`config.mk`:
```
export PLATFORM = sky130hd
export DESIGN_NAME = mod_n_cnt_univ
export DESIGN_NICKNAME = d
export VERILOG_FILES = /design/src/rtl/mod_n_cnt_univ.sv
export SDC_FILE = /design/constraint.sdc
export NUM_CORES = 1
export LEC_CHECK = 0
export CORE_MARGIN = 2
export CORE_UTILIZATION = 35
export DETAILED_ROUTE_END_ITERATION = 10
export DONT_BUFFER_PORTS = 1
export PLACE_DENSITY = 0.52
export SYNTH_ARGS = -nofsm -noshare
export SYNTH_HDL_FRONTEND = slang
export SYNTH_SLANG_ARGS = --single-unit
export TNS_END_PERCENT = 20
```
`constraint.sdc`:
```
create_clock -name clk -period 2.81 [get_ports clk]
set_input_delay 0.562 -clock clk [delete_from_list [all_inputs] [get_ports clk]]
set_output_delay 0.562 -clock clk [all_outputs]
set_load 0.05 [all_outputs]
```
`src/rtl/mod_n_cnt_univ.sv`:
```
// -----------------------------------------------------------------------------
// mod_n_cnt_univ
//   Programmable modulus counter (modulus = limit + 1) with up/down counting,
//   count enable, synchronous clear, parallel load and an optional one-shot
//   mode that stops at the terminal value and raises done.
//
// Ports
//   clk     in   1      rising-edge clock
//   reset   in   1      synchronous, active-low reset
//   en      in   1      count enable (hold when 0)
//   clr     in   1      synchronous clear: q <= 0, done <= 0
//   load    in   1      synchronous load:  q <= d, done <= 0
//   d       in   WIDTH  load value
//   up      in   1      1 = count up, 0 = count down
//   limit   in   WIDTH  terminal value
//   q       out  WIDTH  registered count
//   at_max  out  1      q == limit
//   at_min  out  1      q == 0
//   tc      out  1      terminal-count pulse for the edge that wraps or stops
//   done    out  1      one-shot finished flag (0 when ONE_SHOT = 0)
// -----------------------------------------------------------------------------
module mod_n_cnt_univ #(
  parameter int WIDTH    = 8,
  parameter bit ONE_SHOT = 1'b0
) (
  input  logic             clk,
  input  logic             reset,
  input  logic             en,
  input  logic             clr,
  input  logic             load,
  input  logic [WIDTH-1:0] d,
  input  logic             up,
  input  logic [WIDTH-1:0] limit,
  output logic [WIDTH-1:0] q,
  output logic             at_max,
  output logic             at_min,
  output logic             tc,
  output logic             done
);

  logic [WIDTH-1:0] q_q, q_d;
  logic             done_q, done_d;
  logic             term;
  logic             step;

  // In up mode ">=" rather than "==" so a count left above a freshly lowered
  // limit (or loaded above it) still wraps cleanly on the next step.
  always_comb begin
    term = up ? (q_q >= limit) : (q_q == '0);
    step = en & ~done_q;
    tc   = reset & en & ~clr & ~load & ~done_q & term;
  end

  always_comb begin
    q_d    = q_q;
    done_d = done_q;
    if (clr) begin
      q_d    = '0;
      done_d = 1'b0;
    end else if (load) begin
      q_d    = d;
      done_d = 1'b0;
    end else if (step) begin
      if (ONE_SHOT && term) begin
        // One-shot: freeze on the terminal value instead of wrapping.
        done_d = 1'b1;
      end else if (up) begin
        q_d = (q_q >= limit) ? '0 : q_q + WIDTH'(1);
      end else begin
        // Out-of-range counts re-enter at limit rather than walking down.
        q_d = ((q_q == '0) || (q_q > limit)) ? limit : q_q - WIDTH'(1);
      end
    end
  end

  always_ff @(posedge clk) begin
    if (!reset) begin
      q_q    <= '0;
      done_q <= 1'b0;
    end else begin
      q_q    <= q_d;
      done_q <= done_d;
    end
  end

  assign q      = q_q;
  assign at_max = (q_q == limit);
  assign at_min = (q_q == '0);
  assign done   = ONE_SHOT ? done_q : 1'b0;

endmodule

```
==> summary.md, run 1 <==
| Metric | Value |
|---|---|
| GP Congestion | `0.837` |
| I/O Buffers | `0` |
| DRT antenna net count | `0` |
| Fill count | `365` |
| Crit-path slowest cell | `dfxtp_4` |
| Max-Cap Viols | `0` |
| GR Util met2 | `0.317` |
| CP Class | `reg -> out` |
| Initial Util | `0.362` |
| Power per standard cell area | `355 nW/um^2` |
| Async S/R FF share, synth | `0` |
| Root buffer cell | `clkbuf_4` |
| Tmin final | `2650 ps` |
| Average wire per standard cell | `17.0 um` |
| Crit end category | `primary output` |
| Main combinational cell family by area after synthesis | `compound AO/OA/AOI/OAI gates` |
| Placed cells | `210` |
| Cts bufs inserted | `3` |
| XOR/XNOR Fraction of Synth Area | `0.0363` |
| Mapped Cells | `155` |
| CP required | `2250 ps` |
| Peak VDD IR | `0.174 mV` |
| Mux contribution to synthesized area | `0.0166` |
| Simple-Gate Fraction of Synth Area | `0.296` |
| Worst-Margin Slew | `594 ps` |
| DP Area | `1380 um^2` |
| Tightest Hold Check Type | `in -> reg` |
| Util after Layout | `0.420` |
| Tot Pwr | `0.498 mW` |
| ANT cells | `0` |
| Largest net degree at the start of global routing | `15` |
| Post-synth EDFFs | `0` |
| Nets | `202` |
| Initial DRC count | `47` |
| Clock Sinks | `8` |
| Run status | `finished, final reports clean` |
| Fin area | `1400 um^2` |
| Final period util | `0.943` |
| All-Layer GR Usage | `0.201` |
| Synth Cell Area | `1210 um^2` |
| CTS Hold Bufs | `0` |
| Vias | `1,274` |
| # rows | `21` |
| F_max | `0.377 GHz` |
| Ports | `34` |
| Max-slew headroom | `0.603` |
| M3 GR Usage | `0.0270` |
| Largest regs | `q: 8 flops` |
| P&R area growth vs syn | `16.2%` |
| Main synth FF type | `dfxtp_1` |
| CTS H-Tree Depth | `1` |
| # setup viols final | `0` |
| Leakage | `0.580 nW` |
| Initial antenna violation count | `0` |
| Non-Filler Instances | `213` |
| GR Overflow Total | `0` |
| Most Used Layer, Global Route | `met2` |
| Synth Area in Compound Gates | `0.311` |
| Final hold violation count | `0` |
| WP data arrival | `2090 ps` |
| Chip height | `62.7 um` |
| DR DRC count | `0` |
| Worst-path clk slew | `60 ps` |
| Vias in the first global route | `1,286` |
| Startpoint types | `register` |
| Fraction of final layout cells with drive strength greater than 1 | `0.246` |
| First-pass GRT wire length | `6.23 mm` |
| Core Box Area | `3340 um^2` |
| Via/cell ratio | `5.98` |
| DRT Pass-1 Iters | `4` |
| Largest reg by FF count | `q` |
| Syn Area/Cell | `7.79 um^2` |
| Mapped Nets | `188` |
| GRT met1 Usage | `0.267` |
| Final TNS setup | `0 ps` |
| Seq/Total Area, Yosys | `0.133` |
| CTS tree | `done` |
| Register bit total from synthesis | `8` |
| Routed WL | `3.63 mm` |
| Number of setup buffers added after CTS | `0` |
| Worst path cell trace | `inv_1 > ha_1 > nor2b_2 > o211ai_2 > a31oi_4 > nor2_2 > nor4bb_4 > buf_12` |
| Adder-Cell Fraction of Synth Area | `0.114` |
| Slowest stage delay, CP | `470 ps` |
| Final slew viol count | `0` |
| Fin Clk Skew | `2.05 ps` |
| Yosys Warn Count | `0` |
| Critical Path Fanout Max | `5` |
| CTS Buffer Depth | `2` |
| Chip width | `62.7 um` |
| Max FFs per register | `8` |
| Die area | `3940 um^2` |
| Worst-Skew Late Latency | `260 ps` |
| RSZ-0062 raised after global routing | `no` |
| Yosys cell types | `54` |
| Final HPWL DP | `2.95 mm` |
-- per-layer routing --
layer | routed length, um | vias up
met5 | 0 | -
met4 | 74 | 0
met3 | 211 | 6
met2 | 1740 | 56
met1 | 1600 | 603
li1 | - | 609
-- worst max-delay path: cells and delay by family (launching register included) --
| family | cells | cell delay, ps |
|---|---|---|
| adder cells (fa/ha/maj) | 1 | 190 |
| buffers and inverters | 2 | 270 |
| AO/OA/AOI/OAI | 2 | 380 |
| flip-flops | 1 | 470 |
| AND/OR/NAND/NOR | 3 | 520 |
-- stage by stage --
step | hold slack, ps | worst slack [ps]
5_1_grt | 483 | 58.9
3_3_place_gp | 704 | 269
3_5_place_dp | 711 | 250
6_report | 485 | 160
2_1_floorplan | 733 | 8.45
4_1_cts | 481 | 32.7
-- worst paths after layout --
check | from | endpoint | slack, ps | cells after the start
min reg2reg | q[1] | q[1] | 720 | 3
min | load | q[6] | 490 | 2
max | q[0] | tc | 160 | 8
max reg2reg | q[0] | q[4] | 650 | 8
-- timing repair --
| action | in CTS | in global routing |
|---|---|---|
| hold endpoints to repair | 0 | 0 |
| endpoints found under the setup margin | 0 | 1 |
| resized for setup | 0 | 1 |
-- cell type report --
class	count	area, um^2	share of cell area
Clock buffer	3	22.5	0.0161
Inverter	15	57.6	0.0410
Multi-Input combinational cell	123	953	0.680
Sequential cell	8	164	0.117
Tap cell	46	57.6	0.0410
Timing Repair Buffer	18	148	0.105
-- synth_stat cells (all sizes together) (2+ instances only) --
cell,instances,area [um^2]
o21ai,8,40.0
a21oi,8,43.8
a31oi,7,58.8
nor3b,2,15.0
ha,11,138
o31ai,2,15.0
and3,2,12.5
nor2b,2,15.0
nand3,5,25.0
clkbuf,4,15.0
clkinv,2,8.75
nor2,14,70.1
o211ai,6,50.1
xnor2,4,35.0
a221oi,3,26.3
o21a,3,22.5
buf,5,36.3
mux2i,2,20.0
nand2,9,33.8
o221ai,3,26.3
dfxtp,8,160
nor3,9,72.6
or3,2,12.5
inv,13,48.8
a211o,2,18.8
nand4,5,52.6
-- power by group --
part           internal, mW  switching, mW
Combinational         0.105          0.169
Sequential            0.120         0.0109
Clock                0.0492         0.0431
Total                 0.275          0.223
-- cell usage in the layout (no fill, tap or decap), types with 2 or more instances in the layout --
master and instances:
and3_1 2, a221oi_1 3, xnor2_1 4, a31oi_1 6
o21a_1 3, nand2_1 9, clkbuf_4 3, o211ai_1 5
nand4_1 3, buf_4 17, ha_1 11, o21ai_0 8
a21oi_1 7, nand3_1 5, o221ai_1 3, nor3_4 2
nor3_1 6, nor3b_1 2, nor2_4 2, o31ai_1 2
nor2_1 11, dfxtp_1 7, inv_1 13, or3_1 2
mux2i_1 2
-- cells by family after synthesis --
family / Yosys count
compound gates: 50
xor+xnor: 5
fa+ha+maj: 11
buf+inv: 24
flops: 8
mux: 2
other cells: 1
simple gates: 54
Power figures use the tool's default switching activity.
==> inputs of run 2 (changes only) <==
--- a/config.mk
+++ b/config.mk
@@ -9,6 +9,8 @@
 export CORE_UTILIZATION = 35
 export DETAILED_ROUTE_END_ITERATION = 10
 export DONT_BUFFER_PORTS = 1
+export GPL_ROUTABILITY_DRIVEN = 0
+export HOLD_SLACK_MARGIN = 0.03
 export PLACE_DENSITY = 0.52
 export SYNTH_ARGS = -nofsm -noshare
 export SYNTH_HDL_FRONTEND = slang
==> results of run 2 <==
Same layout as run 1: the final DEF is identical, and so are final timing and power.
==> inputs of run 3 (changes only) <==
--- a/config.mk
+++ b/config.mk
@@ -5,13 +5,15 @@
 export SDC_FILE = /design/constraint.sdc
 export NUM_CORES = 1
 export LEC_CHECK = 0
+export CELL_PAD_IN_SITES_DETAIL_PLACEMENT = 1
+export CELL_PAD_IN_SITES_GLOBAL_PLACEMENT = 1
 export CORE_MARGIN = 2
-export CORE_UTILIZATION = 35
+export CORE_UTILIZATION = 45
 export DETAILED_ROUTE_END_ITERATION = 10
 export DONT_BUFFER_PORTS = 1
 export GPL_ROUTABILITY_DRIVEN = 0
 export HOLD_SLACK_MARGIN = 0.03
-export PLACE_DENSITY = 0.52
+export PLACE_DENSITY = 0.81
 export SYNTH_ARGS = -nofsm -noshare
 export SYNTH_HDL_FRONTEND = slang
 export SYNTH_SLANG_ARGS = --single-unit
==> run 3 against run 2 <==
- hold slack gained 13 ps
- cell area shrank 2.0%
- combinational power is essentially flat
- power grew 1.9%
- global-route usage grew 6.1 points
- register-to-register slack lost 20 ps
==> summary.md, run 3 (same netlist as run 1, synthesis figures left out) <==
| Metric | Value |
|---|---|
| Worst setup margin | `130 ps (-29.8 ps)` |
| Largest reg by FF count | `q` |
| Power per standard cell area | `369 nW/um^2 (+3.9%)` |
| Non-Filler Instances | `196 (-8.0%)` |
| Max FFs per register | `8 (unchanged)` |
| CTS H-Tree Depth | `1 (unchanged)` |
| Vias | `1,250 (-1.9%)` |
| Nets | `201 (-0.50%)` |
| Worst-path clk slew | `60 ps (about the same)` |
| Critical Path Fanout Max | `5 (unchanged)` |
| Hold Crit Start | `load` |
| CP required | `2250 ps (about the same)` |
| Vias in the first global route | `1,298 (+0.93%)` |
| Peak VDD IR | `0.296 mV (+70%)` |
| Max-Cap Viols | `0 (unchanged)` |
| Chip height | `55.8 um (-11%)` |
| Chip width | `55.8 um (-11%)` |
| F_max | `0.373 GHz (-1.1%)` |
| Run status | `finished, final reports clean` |
| Clock Sinks | `8 (unchanged)` |
| P&R area growth vs syn | `13.9%` |
| Initial antenna violation count | `0 (unchanged)` |
| Worst Hold Path EP | `q[0]` |
| Final slew viol count | `0 (unchanged)` |
| Leakage | `0.575 nW (-0.86%)` |
| Largest regs | `q: 8 flops` |
| GR Overflow Total | `0 (unchanged)` |
| DR DRC count | `0 (unchanged)` |
| Startpoint types | `register` |
| CP Class | `reg -> out` |
| WP data arrival | `2120 ps (+30 ps)` |
| DRT antenna net count | `0 (unchanged)` |
| Tmin final | `2680 ps (+29.8 ps)` |
| Via/cell ratio | `6.38 (+6.6%)` |
| Core Box Area | `2500 um^2 (-25%)` |
| ANT cells | `0 (unchanged)` |
| Final HPWL DP | `3.21 mm (+8.6%)` |
| Final period util | `0.954 (+0.0106)` |
| I/O Buffers | `0 (unchanged)` |
| Average wire per standard cell | `19.9 um (+17%)` |
| Placed cells | `193 (-8.1%)` |
| CTS tree | `done` |
| First-pass GRT wire length | `6.42 mm (+3.1%)` |
| Root buffer cell | `clkbuf_4` |
| Worst-Skew Late Latency | `270 ps (about the same)` |
| All-Layer GR Usage | `0.262 (+0.0608)` |
| Tot Pwr | `0.507 mW (+1.9%)` |
| Ports | `34 (unchanged)` |
| Number of setup buffers added after CTS | `0 (unchanged)` |
| Pre-CTS WS | `212 ps (-38.2 ps)` |
| FF-to-FF Start | `q[0]` |
| Fin Clk Skew | `4.00 ps (+1.94 ps)` |
| RR Endpoint | `q[7]` |
| RSZ-0062 raised after global routing | `no` |
| # setup viols final | `0 (unchanged)` |
| Worst Reg-to-Reg Cells | `8 (unchanged)` |
| Initial DRC count | `27 (-43%)` |
| R2R Setup Slk | `630 ps (-20 ps)` |
| Initial Util | `0.483 (+0.121)` |
| Highest-count cells in the layout ignoring fill and taps | `16 x buf_4, 13 x inv_1, 11 x nor2_1, 11 x ha_1, 9 x nand2_1` |
| # rows | `18 (-14%)` |
| Final hold violation count | `0 (unchanged)` |
| Commonest non-fill, non-tap cell in the layout | `buf_4` |
| Util after Layout | `0.550 (+0.130)` |
| Largest net degree at the start of global routing | `15 (unchanged)` |
| Hold Crit Depth | `2 (unchanged)` |
| Routed WL | `3.90 mm (+7.4%)` |
| Crit end category | `primary output` |
| Fraction of final layout cells with drive strength greater than 1 | `0.241 (-0.00455)` |
| Tightest Hold Check Type | `in -> reg` |
| Die area | `3110 um^2 (-21%)` |
| Final TNS setup | `0 ps (unchanged)` |
| CTS Buffer Depth | `2 (unchanged)` |
| Cts bufs inserted | `3 (unchanged)` |
| DRT Pass-1 Iters | `4 (unchanged)` |
-- run 3: cell type report --
cell class / instances / area, um^2
tap: 30 / 37.5
timing repair buffer: 17 / 140
sequential: 8 / 164
fill: 319 / 1120
multi-input combinational: 123 / 953
inverter: 15 / 57.6
clock buffer: 3 / 22.5
-- run 3: worst max-delay path, cell delays in order (launching register included) --
cell,delay [ps]
dfxtp_4,460
inv_1,90
ha_1,190
nor2b_2,130
o211ai_2,140
a31oi_4,250
nor2_2,90
nor4bb_4,330
buf_12,180
-- run 3: power by group --
group	internal, mW	switching [mW]	total, mW
Combinational	0.105	0.172	0.276
Sequential	0.120	0.0109	0.131
Clock	0.0496	0.0499	0.0995
Total	0.274	0.233	0.507
-- run 3: worst max path at each step --
stage	end	slack, ps	cells after the start	from
after floorplan	tc	8	6	q[1]
final	tc	130	8	q[0]
after CTS	tc	20	8	q[0]
after global placement	tc	280	8	limit[5]
after detailed placement	tc	210	8	limit[5]
after global routing	tc	50	8	q[0]
-- run 3: metal layers --
metal,up-vias,track usage,share of wire
met4,0,0.0976,0.020
met2,33,0.440,0.49
li1,611,-,-
met1,597,0.341,0.44
met3,9,0.0326,0.045
met5,-,0,0
-- run 3: per-stage QoR --
| step | hold slack, ps | cell area [um^2] |
|---|---|---|
| global route | 513 | 1380 |
| CTS | 497 | 1370 |
| global placement | 694 | 1350 |
| detailed placement | 704 | 1350 |
| floorplan | 733 | 1220 |
| finish | 498 | 1380 |
-- run 3: repair_timing --
item / CTS / global route
setup endpoints to repair: 0 / 1
hold buffers: 0 / 0
resized for setup: 0 / 1
